==> src/rtl/cdb_arbiter_pkg.sv <==
// rtl/cdb_arbiter_pkg.sv - shared types and helpers for the common data bus producer
//
// Purpose: ROB tag type, the broadcast packet seen by reservation stations,
// map table and reorder buffer, and an index-width helper.
package cdb_arbiter_pkg;

  localparam int ROB_TAG_W = 3;   // 8 ROB entries
  localparam int CDB_XLEN  = 32;  // value width carried on the bus

  typedef logic [ROB_TAG_W-1:0] ROB_TAG;

  // Validity travels only in .valid; tag 0 is a real ROB entry.
  typedef struct packed {
    logic                valid;
    ROB_TAG              tag;
    logic [CDB_XLEN-1:0] value;
  } CDB_PACKET;

  // Width of an index into n entries, at least one bit.
  function automatic int idx_width(input int n);
    return (n > 1) ? $clog2(n) : 1;
  endfunction

endpackage

==> src/rtl/cdb_arbiter_if.sv <==
// rtl/cdb_arbiter_if.sv - functional-unit completion and CDB broadcast bundle
//
// Purpose: groups the FU completion handshake, squash and the registered
// broadcast outputs.
// Modports:
//   master - functional units / pipeline control: drive fu_valid, fu_tag,
//            fu_value, squash; observe fu_ready, cdb_packet, cdb_fu_idx.
//   slave  - the arbiter: the reverse directions.
interface cdb_arbiter_if #(
  parameter int NUM_FU = 5,
  parameter int XLEN   = 32
);
  import cdb_arbiter_pkg::*;

  localparam int IDX_W = idx_width(NUM_FU);

  logic [NUM_FU-1:0]            fu_valid;
  ROB_TAG [NUM_FU-1:0]          fu_tag;
  logic [NUM_FU-1:0][XLEN-1:0]  fu_value;
  logic [NUM_FU-1:0]            fu_ready;
  logic                         squash;
  CDB_PACKET                    cdb_packet;
  logic [IDX_W-1:0]             cdb_fu_idx;

  modport master (
    output fu_valid, fu_tag, fu_value, squash,
    input  fu_ready, cdb_packet, cdb_fu_idx
  );

  modport slave (
    input  fu_valid, fu_tag, fu_value, squash,
    output fu_ready, cdb_packet, cdb_fu_idx
  );

endinterface

==> src/rtl/cdb_arbiter_rr_arbiter.sv <==
// rtl/cdb_arbiter_rr_arbiter.sv - combinational round-robin selector
//
// Purpose: picks the first set request scanning upward from ptr, wrapping
// modulo N. Purely combinational so it can be reused for issue selection.
// Ports:
//   req       in  [N]  request vector
//   ptr       in       scan start index (expected < N)
//   grant     out [N]  one-hot grant, zero when no request
//   grant_idx out      index of the granted request (0 when none)
//   grant_any out      at least one request was granted
module rr_arbiter
  import cdb_arbiter_pkg::*;
#(
  parameter  int N  = 5,
  localparam int IW = idx_width(N)
) (
  input  logic [N-1:0]  req,
  input  logic [IW-1:0] ptr,
  output logic [N-1:0]  grant,
  output logic [IW-1:0] grant_idx,
  output logic          grant_any
);

  // One spare bit so ptr+off can exceed N-1 before the wrap subtraction.
  logic [IW:0] idx;

  always_comb begin
    grant     = '0;
    grant_idx = '0;
    grant_any = 1'b0;
    idx       = '0;
    for (int off = 0; off < N; off++) begin
      idx = {1'b0, ptr} + (IW+1)'(off);
      if (idx >= (IW+1)'(N)) begin
        idx = idx - (IW+1)'(N);
      end
      if (!grant_any && req[idx[IW-1:0]]) begin
        grant[idx[IW-1:0]] = 1'b1;
        grant_idx          = idx[IW-1:0];
        grant_any          = 1'b1;
      end
    end
  end

endmodule

==> src/rtl/cdb_arbiter.sv <==
// rtl/cdb_arbiter.sv - round-robin producer of the common data bus
//
// Purpose: one holding register per functional unit; each cycle one held
// result is granted round-robin and broadcast as a registered CDB_PACKET.
// Ports:
//   clock  in  rising-edge clock
//   reset  in  asynchronous, active-high
//   bus    slave modport of cdb_arbiter_if:
//            fu_valid/fu_tag/fu_value in, fu_ready out (FU handshake)
//            squash in (flush pending and outgoing results)
//            cdb_packet, cdb_fu_idx out (registered broadcast)
module cdb_arbiter
  import cdb_arbiter_pkg::*;
#(
  parameter int NUM_FU = 5,
  parameter int XLEN   = CDB_XLEN
) (
  input logic          clock,
  input logic          reset,
  cdb_arbiter_if.slave bus
);

  localparam int IDX_W = idx_width(NUM_FU);

  logic [NUM_FU-1:0]           hold_valid_q, hold_valid_d;
  ROB_TAG [NUM_FU-1:0]         hold_tag_q, hold_tag_d;
  logic [NUM_FU-1:0][XLEN-1:0] hold_value_q, hold_value_d;
  logic [IDX_W-1:0]            rr_ptr_q, rr_ptr_d;
  CDB_PACKET                   cdb_packet_q, cdb_packet_d;
  logic [IDX_W-1:0]            cdb_fu_idx_q, cdb_fu_idx_d;

  logic [NUM_FU-1:0] grant;
  logic [IDX_W-1:0]  grant_idx;
  logic              grant_any;
  logic [NUM_FU-1:0] fu_ready;
  logic [NUM_FU-1:0] accept;

  rr_arbiter #(
    .N (NUM_FU)
  ) u_rr_arbiter (
    .req       (hold_valid_q),
    .ptr       (rr_ptr_q),
    .grant     (grant),
    .grant_idx (grant_idx),
    .grant_any (grant_any)
  );

  // A slot being granted this cycle can take a new result on the same edge,
  // so a single uncontested FU streams one result per cycle. fu_ready never
  // looks at fu_valid.
  assign fu_ready = bus.squash ? '0 : (~hold_valid_q | grant);
  assign accept   = bus.fu_valid & fu_ready;

  always_comb begin
    hold_valid_d = hold_valid_q;
    hold_tag_d   = hold_tag_q;
    hold_value_d = hold_value_q;
    rr_ptr_d     = rr_ptr_q;
    cdb_packet_d = '0;
    cdb_fu_idx_d = '0;

    if (bus.squash) begin
      // Flush wins over everything; pointer keeps its fairness position.
      hold_valid_d = '0;
    end else begin
      for (int i = 0; i < NUM_FU; i++) begin
        if (accept[i]) begin
          hold_valid_d[i] = 1'b1;
          hold_tag_d[i]   = bus.fu_tag[i];
          hold_value_d[i] = bus.fu_value[i];
        end else if (grant[i]) begin
          hold_valid_d[i] = 1'b0;
        end
      end

      if (grant_any) begin
        cdb_packet_d.valid = 1'b1;
        cdb_packet_d.tag   = hold_tag_q[grant_idx];
        cdb_packet_d.value = hold_value_q[grant_idx];
        cdb_fu_idx_d       = grant_idx;
        rr_ptr_d = (grant_idx == IDX_W'(NUM_FU - 1)) ? '0 : grant_idx + 1'b1;
      end
    end
  end

  always_ff @(posedge clock or posedge reset) begin
    if (reset) begin
      hold_valid_q <= '0;
      hold_tag_q   <= '0;
      hold_value_q <= '0;
      rr_ptr_q     <= '0;
      cdb_packet_q <= '0;
      cdb_fu_idx_q <= '0;
    end else begin
      hold_valid_q <= hold_valid_d;
      hold_tag_q   <= hold_tag_d;
      hold_value_q <= hold_value_d;
      rr_ptr_q     <= rr_ptr_d;
      cdb_packet_q <= cdb_packet_d;
      cdb_fu_idx_q <= cdb_fu_idx_d;
    end
  end

  assign bus.fu_ready   = fu_ready;
  assign bus.cdb_packet = cdb_packet_q;
  assign bus.cdb_fu_idx = cdb_fu_idx_q;

endmodule

==> src/flat_wrapper.sv <==
// flat-port wrapper written by rule: the top's interface ports become plain ports
module cdb_arbiter_flat import cdb_arbiter_pkg::*;
#(
  parameter int NUM_FU = 5,
  parameter int XLEN   = CDB_XLEN
)
  (clock, reset, bus_fu_valid, bus_fu_tag, bus_fu_value, bus_squash, bus_fu_ready, bus_cdb_packet, bus_cdb_fu_idx);
  cdb_arbiter_if #(.NUM_FU(NUM_FU), .XLEN(XLEN)) bus_i ();
  input logic clock;
  input logic reset;
  input wire logic [$bits(bus_i.fu_valid)-1:0] bus_fu_valid;
  input wire logic [$bits(bus_i.fu_tag)-1:0] bus_fu_tag;
  input wire logic [$bits(bus_i.fu_value)-1:0] bus_fu_value;
  input wire logic [$bits(bus_i.squash)-1:0] bus_squash;
  output wire logic [$bits(bus_i.fu_ready)-1:0] bus_fu_ready;
  output wire logic [$bits(bus_i.cdb_packet)-1:0] bus_cdb_packet;
  output wire logic [$bits(bus_i.cdb_fu_idx)-1:0] bus_cdb_fu_idx;
  assign bus_i.fu_valid = bus_fu_valid;
  assign bus_i.fu_tag = bus_fu_tag;
  assign bus_i.fu_value = bus_fu_value;
  assign bus_i.squash = bus_squash;
  assign bus_fu_ready = bus_i.fu_ready;
  assign bus_cdb_packet = bus_i.cdb_packet;
  assign bus_cdb_fu_idx = bus_i.cdb_fu_idx;
  cdb_arbiter #(.NUM_FU(NUM_FU), .XLEN(XLEN)) u_core (.clock(clock), .reset(reset), .bus(bus_i));
endmodule
==> config.mk <==
export PLATFORM = sky130hd
export DESIGN_NAME = cdb_arbiter_flat
export DESIGN_NICKNAME = d
export VERILOG_FILES = /design/src/rtl/cdb_arbiter_pkg.sv /design/src/rtl/cdb_arbiter_if.sv /design/src/rtl/cdb_arbiter_rr_arbiter.sv /design/src/rtl/cdb_arbiter.sv /design/src/flat_wrapper.sv
export SDC_FILE = /design/constraint.sdc
export NUM_CORES = 1
export LEC_CHECK = 0
export BUFFER_PORTS_ARGS = -buffer_cell sky130_fd_sc_hd__buf_2
export CAP_MARGIN = 30
export CORE_ASPECT_RATIO = 0.9
export CORE_MARGIN = 1
export CORE_UTILIZATION = 45
export CTS_CLUSTER_DIAMETER = 150
export DETAILED_ROUTE_END_ITERATION = 10
export HOLD_SLACK_MARGIN = 0.05
export PLACE_DENSITY_LB_ADDON = 0.2
export SYNTH_ARGS = -nofsm -noshare
export SYNTH_HDL_FRONTEND = slang
export SYNTH_SLANG_ARGS = --single-unit
==> constraint.sdc <==
create_clock -name clock -period 6.62 [get_ports clock]
set_input_delay 0.331 -clock clock [delete_from_list [all_inputs] [get_ports clock]]
set_output_delay 0.331 -clock clock [all_outputs]
set_load 0.1 [all_outputs]
[After elaboration in Yosys (flattened, before gate mapping)]
Index checks and enable logic that the tools add are counted.
Cells by class
  $add $sub $neg: 10
  $lt $le $gt $ge: 16
  equality and inequality tests: 1
  muxes and demuxes: 61
  bitwise operators: 8
  reduce and logical (&&, ||, !) cells: 24
Operators by type and width (number)
  $bmux W32 S3: 1
  $mux W36: 2
  $mux W3: 14
  $mux W5: 7
  $mux W32: 1
  $mux W1: 25
  $or A5 B5 Y5: 5
  $lt A3 B4 Y1 const B: 6
  $ge A4 B3 Y1 const B: 4
  $bmux W1 S3: 5
  $demux W1 S3: 5
  $ge A3 B1 Y1 const B: 5
  $reduce_bool A3 Y1: 5
  $sub A3 B3 Y3 const B: 5
  $reduce_and A2 Y1: 6
  $bmux W3 S3: 1
  $logic_and A1 B1 Y1: 9
  $add A3 B2 Y4 const B: 2
  $and A5 B5 Y5: 1
  $not A5 Y5: 1
  $add A3 B1 Y4 const B: 1
  $add A3 B3 Y4 const B: 1
  $logic_not A1 Y1: 4
  $add A3 B1 Y3 const B: 1
  other kinds (3): 3
Word-level totals
  bits in registers: 222
  logic and storage cells: 140

[Logic depth before layout (Yosys ltp)]
  depth in word-level cells: 22
  depth in mapped cells: 19
  depth with buffers taken out: 16

[Hierarchy]
A second synthesis with hierarchy kept.
Unflattened totals
  cell total of the unflattened synthesis: 820
  area total of the unflattened synthesis: 10874.2 µm²
By module, submodules not included
  cdb_arbiter: times used 1, cells each 619, area each 9445.3 µm², seq. area each 5555.3 µm²
  rr_arbiter: times used 1, cells each 201, area each 1428.9 µm², seq. area each 0.0 µm²

[Worst setup path before layout]
OpenSTA, ideal clock, no wires.
  path kind: flip-flop to flip-flop
  start point: register u_core.rr_ptr_q[0]
  end point: register u_core.hold_value_q[128] (netlist bit)
  setup time: 0.125 ns
  arrival time: 5.177 ns
  path slack: 1.318 ns
  stages on the path, launching flop included: 17
  clock period less this slack: 5.302 ns
  path through: dfrtp_1 > buf_2 > inv_1 > ha_1 > inv_1 > fa_1 > clkbuf_1 > or3_1 > a21o_1 > nand2b_1 > a22oi_1 > o21ai_1 > a21oi_1 > and2_1 > buf_2 > buf_2 > mux2_2
Between the ends
  longest elaborated chain between the ends: 21
  elaborated cells between the ends (all ways): 79
Ends and longest elaborated chain
  start, declared: RTL line cdb_arbiter.sv:28  | logic [IDX_W-1:0] rr_ptr_q, rr_ptr_d;
  start signal, assigned: RTL line cdb_arbiter.sv:98  | rr_ptr_q <= rr_ptr_d;
  branches (longest 16 deep; another with $add A3 B1 Y4)
  $mux W5 *: RTL line cdb_arbiter_rr_arbiter.sv:37  | if (!grant_any && req[idx[IW-1:0]]) begin
  $or A5 B5 Y5 *: RTL line cdb_arbiter.sv:51  | assign fu_ready = bus.squash ? '0 : (~hold_valid_q | grant);
  $mux W5 *: RTL line cdb_arbiter.sv:51
  net bus_fu_ready[4]: RTL line flat_wrapper.sv:15  | output wire logic [$bits(bus_i.fu_ready)-1:0] bus_fu_ready;
  $and A5 B5 Y5 *: RTL line cdb_arbiter.sv:52  | assign accept = bus.fu_valid & fu_ready;
  $reduce_and A2 Y1 (no line) *
  end signal, assigned: RTL line cdb_arbiter.sv:97  | hold_value_q <= hold_value_d;
  end, declared: RTL line cdb_arbiter.sv:27  | logic [NUM_FU-1:0][XLEN-1:0] hold_value_q, hold_value_d;
Mark *: on every way through the listed nets, which the timed path passes. The select of a mux whose other input is x is not followed.
A chain may end at the register's enable or synchronous reset.

==> flow_summary.ini <==
[worst_hold_path]
hold_class = in -> reg

[logic_synthesis]
synthesis.area_um2 = 11500
synth_seq_area_share = 0.482
synth_area_leaders = dfrtp_1 48%, mux2_4 16%, mux2_2 12%
synth_nets = 1031
syn_area_per_cell_um2 = 13.8
synth_seq_cells = 222
synth_edf_count = 0
ys.flop_type = dfrtp_1
netlist-cell-type-count = 79
postSynth.asyncResetShare = 1.00
syn-instance-count = 837
yosysTopAreaCellShare = 0.482
ys_warn_count = 0
yosys.area.top_type = dfrtp_1

[setup_path]
rrSetupSlack_ns = 1.58
crit_chain = inv_1 -> ha_1 -> nand2_1 -> o32ai_1 -> a21oi_1 -> a221oi_2 -> mux2i_1 -> o21a_2 -> nor3_4 -> buf_4 -> a221o_1
cp-endpoint = u_core.bus.cdb_packet[17]
slowest_stage = a221oi_2
cp_data_arrival_time_ns = 5.50
crit_type = reg -> reg
critical_path.startpoint = u_core.rr_ptr_q[1]
r2r_cells = 11
r2r-start = u_core.rr_ptr_q[1]
cp-start-kind = flip-flop
crit_path_max_fanout = 38
r2r-end = u_core.bus.cdb_packet[17]
cpPeakStageDelay_ns = 0.79
cp.required_ns = 7.08
endpoint_kind = flip-flop

[routing]
dr_wl_met2_um = 15100
drtIter0Drc = 557
route.detailed.drc = 0
vias_per_cell = 5.30
met3_length_um = 1940
detail-route-antenna-nets = 0
dr.max_layer_used = met4
wl_per_cell_um = 20.3
first_pass_iters = 4
route.vias.total = 8370
routed_wl_um = 32000
wl_met1_um = 14300

[clocking]
cts_hold_buf = 170
cts_sinks = 222
numCtsBuffers = 25
cts_tree = yes
insertion_delay_ns = 0.53
cts_setup_buffers = 0
clkTransAtPathRegs_ns = 0.07
cts_max_level = 1
cts_root_buffer = clkbuf_16
postCtsResizedCells = 0
ctsLongestPathBuffers = 3

[floorplanning]
die_x_um = 171
die-area_um2 = 26200
initial_core_util = 0.459
core_um2 = 25100
rows = 55
die_y_um = 154
ios = 227

[sta]
finClkSkew_ns = 0.0110
timing_hold_violations_final = 0
tns_ns = 0
final_max_slew_viol_count = 0
setup_violations = 0
fin_crit_ns = 5.04
rsz0062_at_grt = false
relSlewSlack = 0.307
fin_crit_sh = 0.761
worstMarginPinSlew_ns = 1.04
fmax_mhz = 198

[final_layout]
regArea_um2 = 5560
final_util = 0.611
stdcell_count = 1578
stdcell_area_um2 = 15300
final_cell_mix = 226 x buf_2, 222 x dfrtp_1, 170 x dlygate4sd3_1
fillers = 1969
final_common_cell = buf_2
final_net_count = 1409
multi_input_area_um2 = 5450
syn2layout_area_growth_pct = 33.2
drive_gt1_frac = 0.448

[global_route]
grt-ovfl-total = 0
antenna_found_initial = 4
grt_pass1_vias = 8940
grt_pass1_wl_um = 50300
grt_start_max_net_pins = 92
grt_util_all_layers = 0.247

[place]
dpl_cell_area_um2 = 12700
io_buffers = 226
numPlacedInstances = 1359
hpwl_um = 19600
gp_congestion = 0.923

[run_status]
status = complete, no violations

[job]
cap_viol_max_count = 0
-- through the flow --
| stage | hold WS, ns | setup WS (ns) |
|---|---|---|
| 2_1_floorplan | 0.458 | 0.211 |
| 3_3_place_gp | 0.469 | 1.57 |
| 3_5_place_dp | 0.469 | 1.56 |
| 4_1_cts | 0.0507 | 1.56 |
| 5_1_grt | 0.0502 | 1.18 |
| 6_report | 0.0534 | 1.58 |
-- worst max-delay path, delay by kind of cell (launching register included) --
| family | cells | cell delay [ns] |
|---|---|---|
| adders and majority gates | 1 | 0.78 |
| AOI/OAI and AO/OA | 5 | 1.79 |
| buffers and inverters | 2 | 0.67 |
| muxes | 1 | 0.21 |
| and+or+nand+nor | 2 | 1.02 |
| DFF | 1 | 0.49 |
-- Yosys cell counts (all sizes together) (10+ instances only) --
cell type,count
mux2,247
nor2,25
and3,36
clkbuf,18
nand2,20
ha,10
a221o,35
a21oi,19
o21ai,15
inv,17
buf,39
dfrtp,222
and2,10
-- how the worst min path moves through the flow --
stage / slack (ns) / depth (start not counted) / to / from
floorplan: 0.46 / 2 / u_core.hold_valid_q[4] / bus_fu_valid[4]
global placement: 0.47 / 1 / u_core.hold_value_q[31] / u_core.hold_value_q[31]
detailed placement: 0.47 / 2 / u_core.hold_value_q[109] / reset
CTS: 0.05 / 2 / u_core.hold_value_q[64] / bus_fu_value[64]
global route: 0.05 / 2 / u_core.hold_value_q[64] / bus_fu_value[64]
finish: 0.05 / 2 / u_core.hold_value_q[64] / bus_fu_value[64]
-- cell families after synthesis --
family / Yosys count / synth area share
buffers and inverters: 74 / 0.0465
muxes: 256 / 0.289
DFF: 222 / 0.482
xor gates and xnor gates: 2 / 0.00152
and+or+nand+nor: 141 / 0.0722
AOI/OAI and AO/OA: 131 / 0.0962
adders and majority gates: 11 / 0.0126
-- flip-flops by register name, indices dropped and copies added, names as in the netlist --
register,flops
u_core.hold_value_q,160
u_core.bus.cdb_packet,36
u_core.hold_tag_q,15
u_core.hold_valid_q,5
u_core.bus.cdb_fu_idx,3
u_core.rr_ptr_q,3
-- layout make-up --
type                       instances  area share
sequential                       222       0.362
multi-input combinational        541       0.355
timing repair buffer             408       0.192
clock buffer                      32      0.0451
tap                              342      0.0279
clock inverter                    12      0.0121
inverter                          17     0.00465
antenna                            4    0.000652
-- per-layer routing --
layer | GRT usage | up-vias
met5 | 0 | -
met4 | 0.0588 | 0
met3 | 0.0486 | 46
met2 | 0.410 | 274
met1 | 0.332 | 4186
li1 | - | 3864
Power is not shown: default switching activity piles up to over one toggle a cycle in this logic, so the estimate is an artifact.
